`src/rtl/simd_batch_ctrl.sv`:
```
// Multi-batch load/run/wait/write-back sequencer that drives the ModoSIMD engine.
// Outputs are registered decodes of the next state, so they are valid in the same cycle as the state they describe.
module simd_batch_ctrl #(
    parameter int BATCH_W     = 4,
    parameter int LOAD_CYCLES = 1,
    parameter int TIMEOUT_CYC = 256,
    parameter int TMO_W       = 16
) (
    input  logic               clk,
    input  logic               rst,
    input  logic               start,
    input  logic [BATCH_W-1:0] num_batches,
    input  logic               abort,
    input  logic               simd_valid,
    output logic               load_regs,
    output logic               run_simd,
    output logic               write_back,
    output logic [BATCH_W-1:0] batch_idx,
    output logic               busy,
    output logic               done,
    output logic               error,
    output logic [1:0]         err_code
);
    localparam int                LCNT_W      = (LOAD_CYCLES > 1) ? $clog2(LOAD_CYCLES) : 1;
    localparam logic [LCNT_W-1:0] LOAD_LAST   = LCNT_W'(LOAD_CYCLES - 1);
    localparam logic [TMO_W-1:0]  TMO_LAST    = TMO_W'(TIMEOUT_CYC - 1);
    localparam logic [1:0]        ERR_TIMEOUT = 2'b01;
    localparam logic [1:0]        ERR_ABORT   = 2'b10;

    typedef enum logic [2:0] {
        S_IDLE,
        S_LOAD,
        S_RUN,
        S_WAIT,
        S_WRITE,
        S_DONE,
        S_ERR
    } state_t;

    state_t             state_q, state_d;
    logic [BATCH_W-1:0] total_q, total_d;
    logic [BATCH_W-1:0] batch_idx_q, batch_idx_d;
    logic [LCNT_W-1:0]  load_cnt_q, load_cnt_d;
    logic [TMO_W-1:0]   wait_cnt_q, wait_cnt_d;
    logic [1:0]         err_code_d;
    logic               abortable;

    logic               load_regs_q, run_simd_q, write_back_q;
    logic               busy_q, done_q, error_q;
    logic [1:0]         err_code_q;

    assign abortable = abort && (state_q inside {S_LOAD, S_RUN, S_WAIT, S_WRITE});

    always_comb begin
        // NOTE: every _d signal gets a hold value first so no path through the case infers a latch.
        state_d     = state_q;
        total_d     = total_q;
        batch_idx_d = batch_idx_q;
        load_cnt_d  = load_cnt_q;
        wait_cnt_d  = wait_cnt_q;
        err_code_d  = 2'b00;

        case (state_q)
            S_IDLE: begin
                if (start) begin
                    total_d     = num_batches;
                    batch_idx_d = '0;
                    load_cnt_d  = '0;
                    state_d     = (num_batches != '0) ? S_LOAD : S_DONE;
                end
            end
            S_LOAD: begin
                if (load_cnt_q == LOAD_LAST) begin
                    state_d = S_RUN;
                end else begin
                    load_cnt_d = load_cnt_q + 1'b1;
                end
            end
            S_RUN: begin
                wait_cnt_d = '0;
                state_d    = S_WAIT;
            end
            S_WAIT: begin
                if (simd_valid) begin
                    state_d = S_WRITE;
                end else if ((TIMEOUT_CYC != 0) && (wait_cnt_q == TMO_LAST)) begin
                    state_d    = S_ERR;
                    err_code_d = ERR_TIMEOUT;
                end else begin
                    wait_cnt_d = wait_cnt_q + 1'b1;
                end
            end
            S_WRITE: begin
                // Equality with total - 1 keeps batch_idx from ever wrapping at the maximum count.
                if (batch_idx_q == total_q - 1'b1) begin
                    state_d = S_DONE;
                end else begin
                    batch_idx_d = batch_idx_q + 1'b1;
                    load_cnt_d  = '0;
                    state_d     = S_LOAD;
                end
            end
            S_DONE:  state_d = S_IDLE;
            S_ERR:   state_d = S_IDLE;
            default: begin
                state_d     = S_IDLE;
                batch_idx_d = '0;
            end
        endcase

        if (abortable) begin
            state_d    = S_ERR;
            err_code_d = ERR_ABORT;
        end
    end

    always_ff @(posedge clk or posedge rst) begin
        if (rst) begin
            state_q      <= S_IDLE;
            total_q      <= '0;
            batch_idx_q  <= '0;
            load_cnt_q   <= '0;
            wait_cnt_q   <= '0;
            load_regs_q  <= 1'b0;
            run_simd_q   <= 1'b0;
            write_back_q <= 1'b0;
            busy_q       <= 1'b0;
            done_q       <= 1'b0;
            error_q      <= 1'b0;
            err_code_q   <= 2'b00;
        end else begin
            // NOTE: non-blocking assignments make every register update from the same pre-edge values.
            state_q      <= state_d;
            total_q      <= total_d;
            batch_idx_q  <= batch_idx_d;
            load_cnt_q   <= load_cnt_d;
            wait_cnt_q   <= wait_cnt_d;
            load_regs_q  <= (state_d == S_LOAD);
            run_simd_q   <= (state_d == S_RUN);
            write_back_q <= (state_d == S_WRITE);
            busy_q       <= (state_d != S_IDLE);
            done_q       <= (state_d == S_DONE);
            error_q      <= (state_d == S_ERR);
            err_code_q   <= err_code_d;
        end
    end

    assign load_regs  = load_regs_q;
    assign run_simd   = run_simd_q;
    assign write_back = write_back_q;
    assign batch_idx  = batch_idx_q;
    assign busy       = busy_q;
    assign done       = done_q;
    assign error      = error_q;
    assign err_code   = err_code_q;

endmodule

```
`config.mk`:
```
export PLATFORM = sky130hd
export DESIGN_NAME = simd_batch_ctrl
export DESIGN_NICKNAME = d
export VERILOG_FILES = /design/src/rtl/simd_batch_ctrl.sv
export SDC_FILE = /design/constraint.sdc
export NUM_CORES = 1
export LEC_CHECK = 0
export ABC_AREA = 1
export CAP_MARGIN = 10
export CORE_UTILIZATION = 57
export CTS_BUF_LIST = sky130_fd_sc_hd__clkbuf_8 sky130_fd_sc_hd__clkbuf_16
export DETAILED_ROUTE_END_ITERATION = 12
export PLACE_DENSITY = 0.8
export SETUP_SLACK_MARGIN = 0.1
export SLEW_MARGIN = 10
export SYNTH_ARGS = -nofsm -noshare
export SYNTH_HDL_FRONTEND = slang
export SYNTH_SLANG_ARGS = --single-unit
```
`constraint.sdc`:
```
create_clock -name clk -period 2.16 [get_ports clk]
set_clock_uncertainty 0.05 [all_clocks]
set_input_delay 0.432 -clock clk [delete_from_list [all_inputs] [get_ports clk]]
set_output_delay 0.432 -clock clk [all_outputs]
set_load 0.03 [all_outputs]
```
==> reports/metrics.yaml, run 1 <==
run_status: "completed"
worstMarginPinSlew_ps: 515
setup.worst_path.start: "batch_idx[0]"
tritoncts: "yes"
synth.yosys.seq_area_share: 0.417
layout_common_cells: "nand2_1 (84), inv_1 (36), dfrtp_1 (35), nor2_1 (33), nand3_1 (22)"
number_of_top_level_design_ports: 21
cts_made_buffers: 5
cts.repair.resized: 0
first_global_vias: 1781
maxCapViolCount: 0
cts.clk_slew.worst_paths_ps: 70
r2r_start: "wait_cnt_q[0]"
buffers_inserted_by_post_cts_timing_repair: 0
share_clk_of_total_power: 0.239
p_int_mw: 1.44
leakage_nw: 1.23
dieArea_um2: 3930
cts-root-to-sink-buffers: 2
die_height_um: 62.7
synth_cells: 283
wl_um: 4410
edff_count_synth: 0
max_clock_freq_ghz: 0.516
slowest_delay_ps: 710
dpl.hpwl_um: 3300
synth.net_count: 295
hold_bufs_at_cts: 0
placement_stage_worst_setup_slack_ps: 360
final.period_utilization: 0.897
die_extent_in_x_um: 62.7
nNetsFinal: 322
drt_iter0_markers: 102
netSwitchingFraction: 0.419
peak_ir_drop_on_the_vdd_network_v: 0.000735
timing.setup.tns_ps: 0
yosys.cell_types.count: 28
grt_overflow_total: 0
wire_per_inst_um: 12.4
numClockSinks: 35
path_cells: "clkdlybuf4s50_1"
whs_ps: 482
grt_setup_unrepaired: "no"
insertion_delay_ps: 290
diodes: 0
share_seq_of_total_power: 0.346
portBuffers: 20
rr_worst_depth: 8
antenna_violations_before_repair: 0
power_density_nw_per_um2: 1010
core_area_um2: 3440
critical_path.startpoint_type: "flip-flop"
global_route.usage.total: 0.258
detailroute.via_count: 1871
reg2reg_slack_ps: 400
final_critical_path_setup_slack_ps: 222
worst_path_dominant_cell_family: "buffers and inverters"
worstPathMaxFanout: 7
min_delay_worst_type: "in2async"
critical_path_buf_inv_count: 1
max_slew_margin: 0.654
synthesis.yosys.warnings: 0
drc: 0
cts-root-buf: "clkbuf_8"
layout_commonest_cell: "nand2_1"
arrival_ps: 1460
setup.worst_path.class: "reg2out"
ys.flop_type: "dfrtp_1"
wire_length_of_the_first_global_routing_pass_um: 7760
final_layout_size_suffix_gt1_frac: 0.0932
starting_density_of_the_core: 0.610
detail_route.vias_per_cell: 5.24
worstSetupEndpointType: "output port"
report.final.slew_viol_count: 0
synthToLayoutAreaGrowth_pct: 16.9
critical-path-slowest-cell: "clkdlybuf4s50_1"
report.final.hold_viol_count: 0
placement_row_count: 21
power.combinational.fraction: 0.415
mappedNetlistArea_um2: 2100
ant_nets: 0
timing.rr.end: "wait_cnt_q[15]"
total_switching_power_mw: 1.04
drt_pre_antenna_iters: 4
yosys_register_bits: 35
grt_max_degree: 36
crit_required_ps: 1680
finalWeightedCongestion: 0.896
ctsHtreeMaxLevel: 2
period_minus_slack_ps: 1940
synth_area_per_cell_um2: 7.41
ys_async_sr_fraction: 1.00
setup_viol: 0
[layer usage]
metal  global-route usage  vias up  share of wire
met4                0.125        0          0.022
met1                0.316      868           0.45
li1                     -      962              -
met5                    0        -              0
met3               0.0584        9          0.034
met2                0.428       32           0.49
[worst max path at each step]
stage                          end  slack, ps  depth (start not counted)
detailed placement      write_back        360                          8
CTS                   batch_idx[0]        220                          1
floorplan           wait_cnt_q[12]        580                         10
global placement              busy        380                          6
finish                batch_idx[0]        220                          1
global route          batch_idx[0]        180                          1
[worst min-delay path: stages]
cell	delay, ps
clkdlybuf4s50_1	390
inv_1	50
buf_4	380
[layout make-up]
| class | count | area (um^2) |
|---|---|---|
| clock buffers | 5 | 68.8 |
| repair buffers | 22 | 215 |
| clock inverters | 3 | 43.8 |
| well taps | 46 | 57.6 |
| fillers | 294 | 990 |
| inverters | 41 | 159 |
| flip-flops and latches | 35 | 876 |
| multi-input cells | 205 | 1030 |
[cell usage after synthesis, drive strengths merged, types with 2 or more instances]
cell type  instances  area, um^2
nand3             24         145
ha                 3        37.5
nand2             89         362
o21bai             2        15.0
dfrtp             35         876
nor2              36         156
nor3               8        40.0
buf                2        31.3
nand4              8        50.1
o21ai             19         106
inv               41         159
xor2               8        70.1
a21oi              3        15.0
[power groups by stage]
stage | sequential (mW) | combinational [mW] | clock, mW
detailed placement | 0.869 | 1.03 | 0
floorplan | 0.932 | 0.774 | 0
finish | 0.858 | 1.03 | 0.593
global route | 0.877 | 1.16 | 0.637
CTS | 0.858 | 1.03 | 0.601
global placement | 0.866 | 1.00 | 0
[flip-flops by register name (all words and copies together), names as in the netlist]
name / cells
load_regs: 1
batch_idx: 4
error: 1
state_q: 3
run_simd: 1
wait_cnt_q: 16
total_q: 4
err_code: 2
busy: 1
done: 1
write_back: 1
[kinds of logic (layout without fill, tap and decap cells)]
| kind of cell | Yosys count | after routing | synth area share |
|---|---|---|---|
| DFF | 35 | 35 | 0.417 |
| AOI/OAI and AO/OA | 25 | 25 | 0.0680 |
| adders and majority gates | 3 | 3 | 0.0179 |
| and+or+nand+nor | 168 | 168 | 0.369 |
| xor gates and xnor gates | 9 | 9 | 0.0376 |
| buffers and inverters | 43 | 71 | 0.0906 |
[per-stage QoR]
step | utilization | std cells | power, mW | cell area (um^2)
5_1_grt | 0.712 | 357 | 2.68 | 2450
4_1_cts | 0.712 | 357 | 2.49 | 2450
2_1_floorplan | - | 283 | 1.71 | 2100
3_3_place_gp | 0.680 | 349 | 1.87 | 2340
3_5_place_dp | 0.680 | 349 | 1.90 | 2340
6_report | 0.712 | 357 | 2.48 | 2450
No activity file was read; power rests on OpenSTA's default activity.
==> run 2, diff against run 1 <==
Settings changed: CTS_BUF_LIST sky130_fd_sc_hd__clkbuf_8 sky130_fd_sc_hd__clkbuf_16 to not set, RECOVER_POWER set to 100, SETUP_SLACK_MARGIN 0.1 to not set.
==> reports/metrics.yaml, run 2 (same netlist as run 1, synthesis figures left out) <==
max_slew_margin: 0.421  # -0.233
diodes: 0  # unchanged
cts-root-to-sink-buffers: 2  # unchanged
multiInputGateArea_um2: 1000  # -2.8%
p_int_mw: 1.42  # -1.5%
final_layout_size_suffix_gt1_frac: 0.0740  # -0.0193
maxCapViolCount: 0  # unchanged
global_route.usage.total: 0.258  # unchanged
layout_commonest_cell: "nand2_1"
core_area_um2: 3440  # unchanged
dpl.hpwl_um: 3300  # unchanged
worstMarginPinSlew_ps: 869  # +353 ps
whs_ps: 495  # +13.3 ps
cts_made_buffers: 5  # unchanged
ant_nets: 0  # unchanged
timing.setup.tns_ps: 0  # unchanged
critical_path_buf_inv_count: 1  # unchanged
die_height_um: 62.7  # unchanged
number_of_fill_cells_in_the_layout: 302  # +2.7%
crit_required_ps: 1680  # about the same
share_clk_of_total_power: 0.242  # +0.003
cts.repair.resized: 0  # unchanged
arrival_ps: 1520  # +60 ps
final.period_utilization: 0.925  # +0.0281
drt_iter0_markers: 111  # +8.8%
wire_length_of_the_first_global_routing_pass_um: 7760  # unchanged
dieArea_um2: 3930  # unchanged
path_cells: "dlygate4sd3_1"
largest_reg_flops: 16  # unchanged
setup.worst_path.class: "reg2out"
worstSetupEndpointType: "output port"
netSwitchingFraction: 0.418  # -0.00147
insertion_delay_ps: 290  # about the same
worstPathMaxFanout: 5  # -2
cts-root-buf: "clkbuf_8"
max_clock_freq_ghz: 0.500  # -3.0%
min_delay_worst_type: "reg2reg"
tritoncts: "yes"
starting_density_of_the_core: 0.610  # unchanged
report.final.slew_viol_count: 0  # unchanged
cts.clk_slew.worst_paths_ps: 70  # about the same
total_switching_power_mw: 1.02  # -2.1%
critical-path-slowest-cell: "dlygate4sd3_1"
ff_latch_area_um2: 876  # unchanged
buffers_inserted_by_post_cts_timing_repair: 0  # unchanged
nNetsFinal: 322  # unchanged
finalWeightedCongestion: 0.896  # unchanged
hold_bufs_at_cts: 0  # unchanged
placement_row_count: 21  # unchanged
worst_path_dominant_cell_family: "buffers and inverters"
grt_setup_unrepaired: "no"
final_util: 0.702  # -0.0102
drc: 0  # unchanged
number_of_top_level_design_ports: 21  # unchanged
grt_max_degree: 36  # unchanged
portBuffers: 20  # unchanged
detailroute.via_count: 1860  # -0.59%
leakage_nw: 1.22  # -0.63%
peak_ir_drop_on_the_vdd_network_v: 0.000725  # -1.3%
detail_route.vias_per_cell: 5.21  # -0.59%
run_status: "completed"
report.final.hold_viol_count: 0  # unchanged
grt_overflow_total: 0  # unchanged
numClockSinks: 35  # unchanged
ctsHtreeMaxLevel: 2  # unchanged
placement_stage_worst_setup_slack_ps: 360  # unchanged
power.combinational.fraction: 0.407  # -0.008
antenna_violations_before_repair: 0  # unchanged
period_minus_slack_ps: 2000  # +60.7 ps
wl_um: 4420  # +0.16%
setup_viol: 0  # unchanged
slowest_delay_ps: 770  # +60 ps
final_critical_path_setup_slack_ps: 161  # -60.7 ps
share_seq_of_total_power: 0.351  # +0.005
layout_common_cells: "nand2_1 (85), inv_1 (36), nor2_1 (35), dfrtp_1 (35), nand3_1 (22)"
critical_path.startpoint_type: "flip-flop"
regMostFlops: "wait_cnt_q"
drt_pre_antenna_iters: 4  # unchanged
synthToLayoutAreaGrowth_pct: 15.2
first_global_vias: 1781  # unchanged
wire_per_inst_um: 12.4  # +0.16%
power_density_nw_per_um2: 1010  # -0.35%
die_extent_in_x_um: 62.7  # unchanged
==> run 2: changes by cell type in the layout (fill, tap and decap cells not counted), moves of 2 or more <==
| cell | delta |
|---|---|
| o21ai_0 | +9 |
| o21ai_2 | -2 |
| dlygate4sd3_1 | +13 |
| buf_4 | -2 |
| nor2_1 | +2 |
| clkdlybuf4s50_1 | -13 |
| o21ai_1 | -7 |
==> run 2: layout make-up <==
cell class | instances | area share
Sequential cell | 35 | 0.362
Multi-Input combinational cell | 205 | 0.415
Clock inverter | 3 | 0.0181
Clock buffer | 5 | 0.0285
Tap cell | 46 | 0.0238
Timing Repair Buffer | 22 | 0.0864
Inverter | 41 | 0.0657
==> run 2: final timing paths <==
path,startpoint,end,slack (ps),cells past startpoint
hold reg to reg,wait_cnt_q[15],wait_cnt_q[15],500,2
max in group asynchronous,rst,batch_idx[1],730,3
setup / recovery,batch_idx[2],batch_idx[2],160,1
hold / removal,wait_cnt_q[15],wait_cnt_q[15],500,2
setup reg to reg,wait_cnt_q[0],wait_cnt_q[15],310,8
min in group asynchronous,rst,wait_cnt_q[8],780,3
==> run 2: metrics by stage <==
step,total power [mW],instances,area (um^2)
floorplan,1.71,283,2100
global placement,1.87,349,2340
detailed placement,1.90,349,2340
CTS,2.49,357,2450
global route,2.64,357,2420
finish,2.44,357,2420
==> run 2: per-layer routing <==
layer,GRT usage,up-vias,share of wire
li1,-,954,-
met1,0.316,860,0.44
met2,0.428,34,0.50
met3,0.0584,12,0.036
met4,0.125,0,0.024
met5,0,-,0
==> run 2: power by group through the flow <==
| stage | logic (mW) | clock network, mW | registers [mW] |
|---|---|---|---|
| 2_1_floorplan | 0.774 | 0 | 0.932 |
| 3_3_place_gp | 1.00 | 0 | 0.866 |
| 3_5_place_dp | 1.03 | 0 | 0.869 |
| 4_1_cts | 1.03 | 0.601 | 0.858 |
| 5_1_grt | 1.13 | 0.637 | 0.875 |
| 6_report | 0.991 | 0.589 | 0.856 |
==> run 3, diff against run 2 <==
Settings changed: GPL_ROUTABILITY_DRIVEN set to 0, SLEW_MARGIN 10 to not set.
==> results of run 3 <==
Same layout as run 2: the final DEF is identical, and so are final timing and power.
==> variant 1 (config.mk and constraints of run 1) <==
Put one more register stage on the output `err_code`, with the module's reset. The value now appears one clock later. The other outputs are not delayed to match.
--- a/src/rtl/simd_batch_ctrl.sv
+++ b/src/rtl/simd_batch_ctrl.sv
@@ -154,3 +154,9 @@
     assign error      = error_q;
-    assign err_code   = err_code_q;
+    always_ff @(posedge clk or posedge rst) begin
+        if (rst) begin
+            err_code <= '0;
+        end else begin
+            err_code <= err_code_q;
+        end
+    end
 
Behaviour: not the same (a bounded check fails within 4 cycles, from zero or initial values and one cycle with rst high).
==> variant 1 against run 1 <==
Synthesized area rose by 2.7%. Critical endpoint unchanged. Design area rose by 2.1%. Routed wire length fell by 2.2%. Sequential cell count rose by 2. Power rose by 4.6%. Largest cell class unchanged. Setup slack improved by 0.00058 ns. Via count fell by 1.2%. Die area rose by 2.6%. Clock power rose by 5.2%.
==> variant 1: results (changes against run 1) <==
| Metric | Value |
|---|---|
| Post-synthesis compound-gate area fraction | `6.85% (was 6.80%)` |
| Outcome | `finished clean (unchanged)` |
| Largest net degree at the start of global routing | `38 (was 36)` |
| Wire per inst | `12.1 um (was 12.4 um)` |
| Leak Pwr | `1.22 nW (was 1.23 nW)` |
| Routing usage on met2 | `37.8% (was 42.8%)` |
| Sequential area share after synthesis | `43.0% (was 41.7%)` |
| Commonest cells post-synth | `nand2_1 (81), nor2_1 (40), inv_1 (38) (was nand2_1 (84), inv_1 (36), dfrtp_1 (35))` |
| Synthesized instance count | `285 (was 283)` |
| Worst Tran Pin Value | `0.447 ns (was 0.515 ns)` |
| GR Util met3 | `5.98% (was 5.84%)` |
| Cell family with the largest share of critical-path delay | `buffers and inverters (unchanged)` |
| Synth unique cells | `27 (was 28)` |
| HP Class | `reg -> reg (was in -> async)` |
| Synth area leaders | `dfrtp_1 (43%), nand2_1 (14%), nor2_1 (7.0%), inv_1 (6.6%), nand3_1 (4.4%) (was dfrtp_1 (42%), nand2_1 (15%), inv_1 (6.4%), nor2_1 (5.9%), nand3_1 (5.2%))` |
| Layout cell share with drive strength beyond 1 | `9.97% (was 9.32%)` |
| Total number of vias | `1848 (was 1871)` |
| Hold depth | `0` |
| Worst Hold End | `err_code[1]` |
| First-pass GRT wire length | `7.71 mm (was 7.76 mm)` |
| Post-Synth XOR/XNOR Area | `4.47% (was 3.76%)` |
| Met3 WL | `315 um (was 152 um)` |
| GP Congestion | `0.893 (was 0.896)` |
| Wl on met1 | `2.00 mm (was 1.99 mm)` |
| Inst Count DP | `349 (unchanged)` |
| Syn Nets | `297 (was 295)` |
| Hpwl dp | `3.14 mm (was 3.30 mm)` |
| R2r setup slk | `0.36 ns (was 0.40 ns)` |
| GRT Resource Usage Total | `24.8% (was 25.8%)` |
| Met1 GRT Util | `33.5% (was 31.6%)` |
| Met2 Routed Length | `1.94 mm (was 2.17 mm)` |
| Initial DRC Count | `117 (was 102)` |
| Number of flops mapped to enable cells by yosys | `0 (unchanged)` |
| Worst VDD drop | `0.000927 V (was 0.000735 V)` |
| Synth Area in Adders | `1.74% (was 1.79%)` |
| CP max-delay cell | `clkdlybuf4s50_1 (unchanged)` |
[variant 1: metrics by stage]
| stage | instance area (sq um) | total power (W) | hold slack, ns | setup WS (ns) | util (%) |
|---|---|---|---|---|---|
| floorplan | 2150 | 0.00174 | 0.281 | 0.605 | - |
| global placement | 2380 | 0.00195 | 0.285 | 0.376 | 68.7 |
| detailed placement | 2380 | 0.00198 | 0.287 | 0.318 | 68.7 |
| CTS | 2500 | 0.00262 | 0.304 | 0.217 | 72.2 |
| global route | 2500 | 0.00278 | 0.315 | 0.171 | 72.2 |
| finish | 2500 | 0.00260 | 0.302 | 0.223 | 72.2 |
[variant 1: area by class of cell]
type / count / area [sq um]
fill: 293 / 965
inverter: 41 / 154
timing repair buffer: 21 / 208
tap: 46 / 57.6
clock inverter: 2 / 37.5
clock buffer: 6 / 82.6
multi-input combinational: 204 / 1040
sequential: 37 / 926
[variant 1: where the power goes]
part	internal [W]	switching (W)
registers	0.000828	0.000102
clock network	0.000375	0.000248
logic	0.000333	0.000709
total	0.00154	0.00106
==> variant 2 (settings of run 1) <==
Without the edit above. Set the parameter `BATCH_W` to 6 (it was 4).
--- a/src/rtl/simd_batch_ctrl.sv
+++ b/src/rtl/simd_batch_ctrl.sv
@@ -3,3 +3,3 @@
 module simd_batch_ctrl #(
-    parameter int BATCH_W     = 4,
+    parameter int BATCH_W     = 6,
     parameter int LOAD_CYCLES = 1,
Interface: changed (resized batch_idx and num_batches); port bits go from 21 to 25. No check against the original RTL was run, so the function may have changed too.
==> variant 2 against run 1 <==
Synthesized cell count grew 8.1%. Non-clock buffer count grew 5. Sequential cell count rose by 4. Routed wire length is 2.8% higher. Design area rose by 8.9%. Sequential share of layout area up 0.82 points. Via count is 6.3% higher. Setup slack worse by 0.070 ns. Critical path type unchanged. Power is 8.9% higher. Clock power fell by 17%. Register-to-register slack got worse by 0.06 ns. Final cell count rose by 7.8%. Synthesized area increased by 9.2%.
==> variant 2: results (changes against run 1) <==
| Metric | Value |
|---|---|
| Critical Path Sink | `batch_idx[2] (was batch_idx[0])` |
| Initial DRC Count | `113 (was 102)` |
| Outcome | `finished clean (unchanged)` |
| Post-CTS Resized | `0 (unchanged)` |
| Hpwl dp | `3.42 mm (was 3.30 mm)` |
| GRT Resource Usage Total | `24.5% (was 25.8%)` |
| Fill count | `298 (was 294)` |
| I/O Buffers | `24 (was 20)` |
| Leak Pwr | `1.23 nW (about the same)` |
| WP data arrival | `1.53 ns (was 1.46 ns)` |
| H-tree Lvls | `2 (unchanged)` |
| Largest net degree at the start of global routing | `40 (was 36)` |
| Drt first pass iters | `6 (was 4)` |
| Commonest cells post-synth | `nand2_1 (80), dfrtp_1 (39), nor2_1 (37) (was nand2_1 (84), inv_1 (36), dfrtp_1 (35))` |
| Sequential area share after synthesis | `42.6% (was 41.7%)` |
| Slew headroom | `58.2% (was 65.4%)` |
| Vias in the first global route | `1807 (was 1781)` |
| Synth unique cells | `29 (was 28)` |
| Crit-path max cell delay | `0.74 ns (was 0.71 ns)` |
| HP Class | `reg -> reg (was in -> async)` |
| Cell family with the largest share of critical-path delay | `buffers and inverters (unchanged)` |
| CP startpoint | `batch_idx[2] (was batch_idx[0])` |
| GP Congestion | `0.880 (was 0.896)` |
| Worst Hold End | `wait_cnt_q[0]` |
| Psw | `0.00119 W (was 0.00104 W)` |
| R2r setup slk | `0.34 ns (was 0.40 ns)` |
| # nets final | `350 (was 322)` |
| Clock buffer depth | `2 (unchanged)` |
| First-pass GRT wire length | `8.04 mm (was 7.76 mm)` |
| CP Max Fanout | `8 (was 7)` |
| Syn Nets | `320 (was 295)` |
| Initial antenna violation count | `0 (unchanged)` |
| Post-CTS Setup Inserts | `0 (unchanged)` |
| Final antenna diode count | `0 (unchanged)` |
| Yosys warns | `0 (unchanged)` |
| Minimum hold slack | `0.489 ns (was 0.482 ns)` |
| Layout cell share with drive strength beyond 1 | `11.6% (was 9.32%)` |
| Max reg flops | `16 (unchanged)` |
| Root Buffer | `clkbuf_8 (unchanged)` |
| Total number of vias | `1988 (was 1871)` |
| Total CTS buffers | `5 (unchanged)` |
| Wire per inst | `11.8 um (was 12.4 um)` |
| Synth area leaders | `dfrtp_1 (43%), nand2_1 (13%), nor2_1 (6.1%), inv_1 (5.6%), nand3_1 (5.5%) (was dfrtp_1 (42%), nand2_1 (15%), inv_1 (6.4%), nor2_1 (5.9%), nand3_1 (5.2%))` |
| Worst VDD drop | `0.000871 V (was 0.000735 V)` |
variant 2: cell types whose count changed after synthesis, moves of 4 or more:
cell / change
dfrtp_1: +4
o21ai_1: -4
a21oi_1: +4
nor2_1: +4
inv_2: +4
nand2_1: -4
o21ai_0: +4
variant 2: logic make-up after synthesis:
group | count (synthesis) | synth area share (%)
buffers and inverters | 46 | 8.30
XOR/XNOR | 11 | 4.20
AND/OR/NAND/NOR | 180 | 36.7
adder cells (fa/ha/maj) | 3 | 1.64
multiplexers | 1 | 0.491
AO/OA/AOI/OAI | 26 | 6.06
flip-flops | 39 | 42.6
variant 2: power groups by stage:
stage	Combinational (W)	Clock [W]	Sequential, W
after detailed placement	0.00122	0	0.00100
after CTS	0.00123	0.000505	0.000991
final	0.00122	0.000491	0.000993
after global routing	0.00139	0.000531	0.00101
after floorplan	0.000861	0	0.00106
after global placement	0.00119	0	0.00100
variant 2: metrics by stage:
step	setup WS (ns)	utilization (%)	power (W)	instances	cell area, sq um
after global placement	0.291	68.5	0.00220	377	2580
after floorplan	0.606	-	0.00193	306	2290
final	0.152	70.8	0.00270	385	2670
after global routing	0.105	70.8	0.00293	385	2670
after CTS	0.145	70.8	0.00272	385	2670
after detailed placement	0.277	68.5	0.00222	377	2580
variant 2: routing by layer:
metal	wire length (um)	GRT usage, %	vias to the layer above
li1	-	-	1028
met1	2220	33.2	903
met2	2060	39.3	51
met3	207	5.73	6
met4	48	6.79	0
met5	0	0	-
variant 2: layout make-up:
class,count,share of cell area [%]
Clock inverter,3,0.749
Inverter,42,5.90
Tap cell,48,2.25
Sequential cell,39,36.5
Timing Repair Buffer,27,9.84
Clock buffer,5,2.58
Multi-Input combinational cell,221,42.2
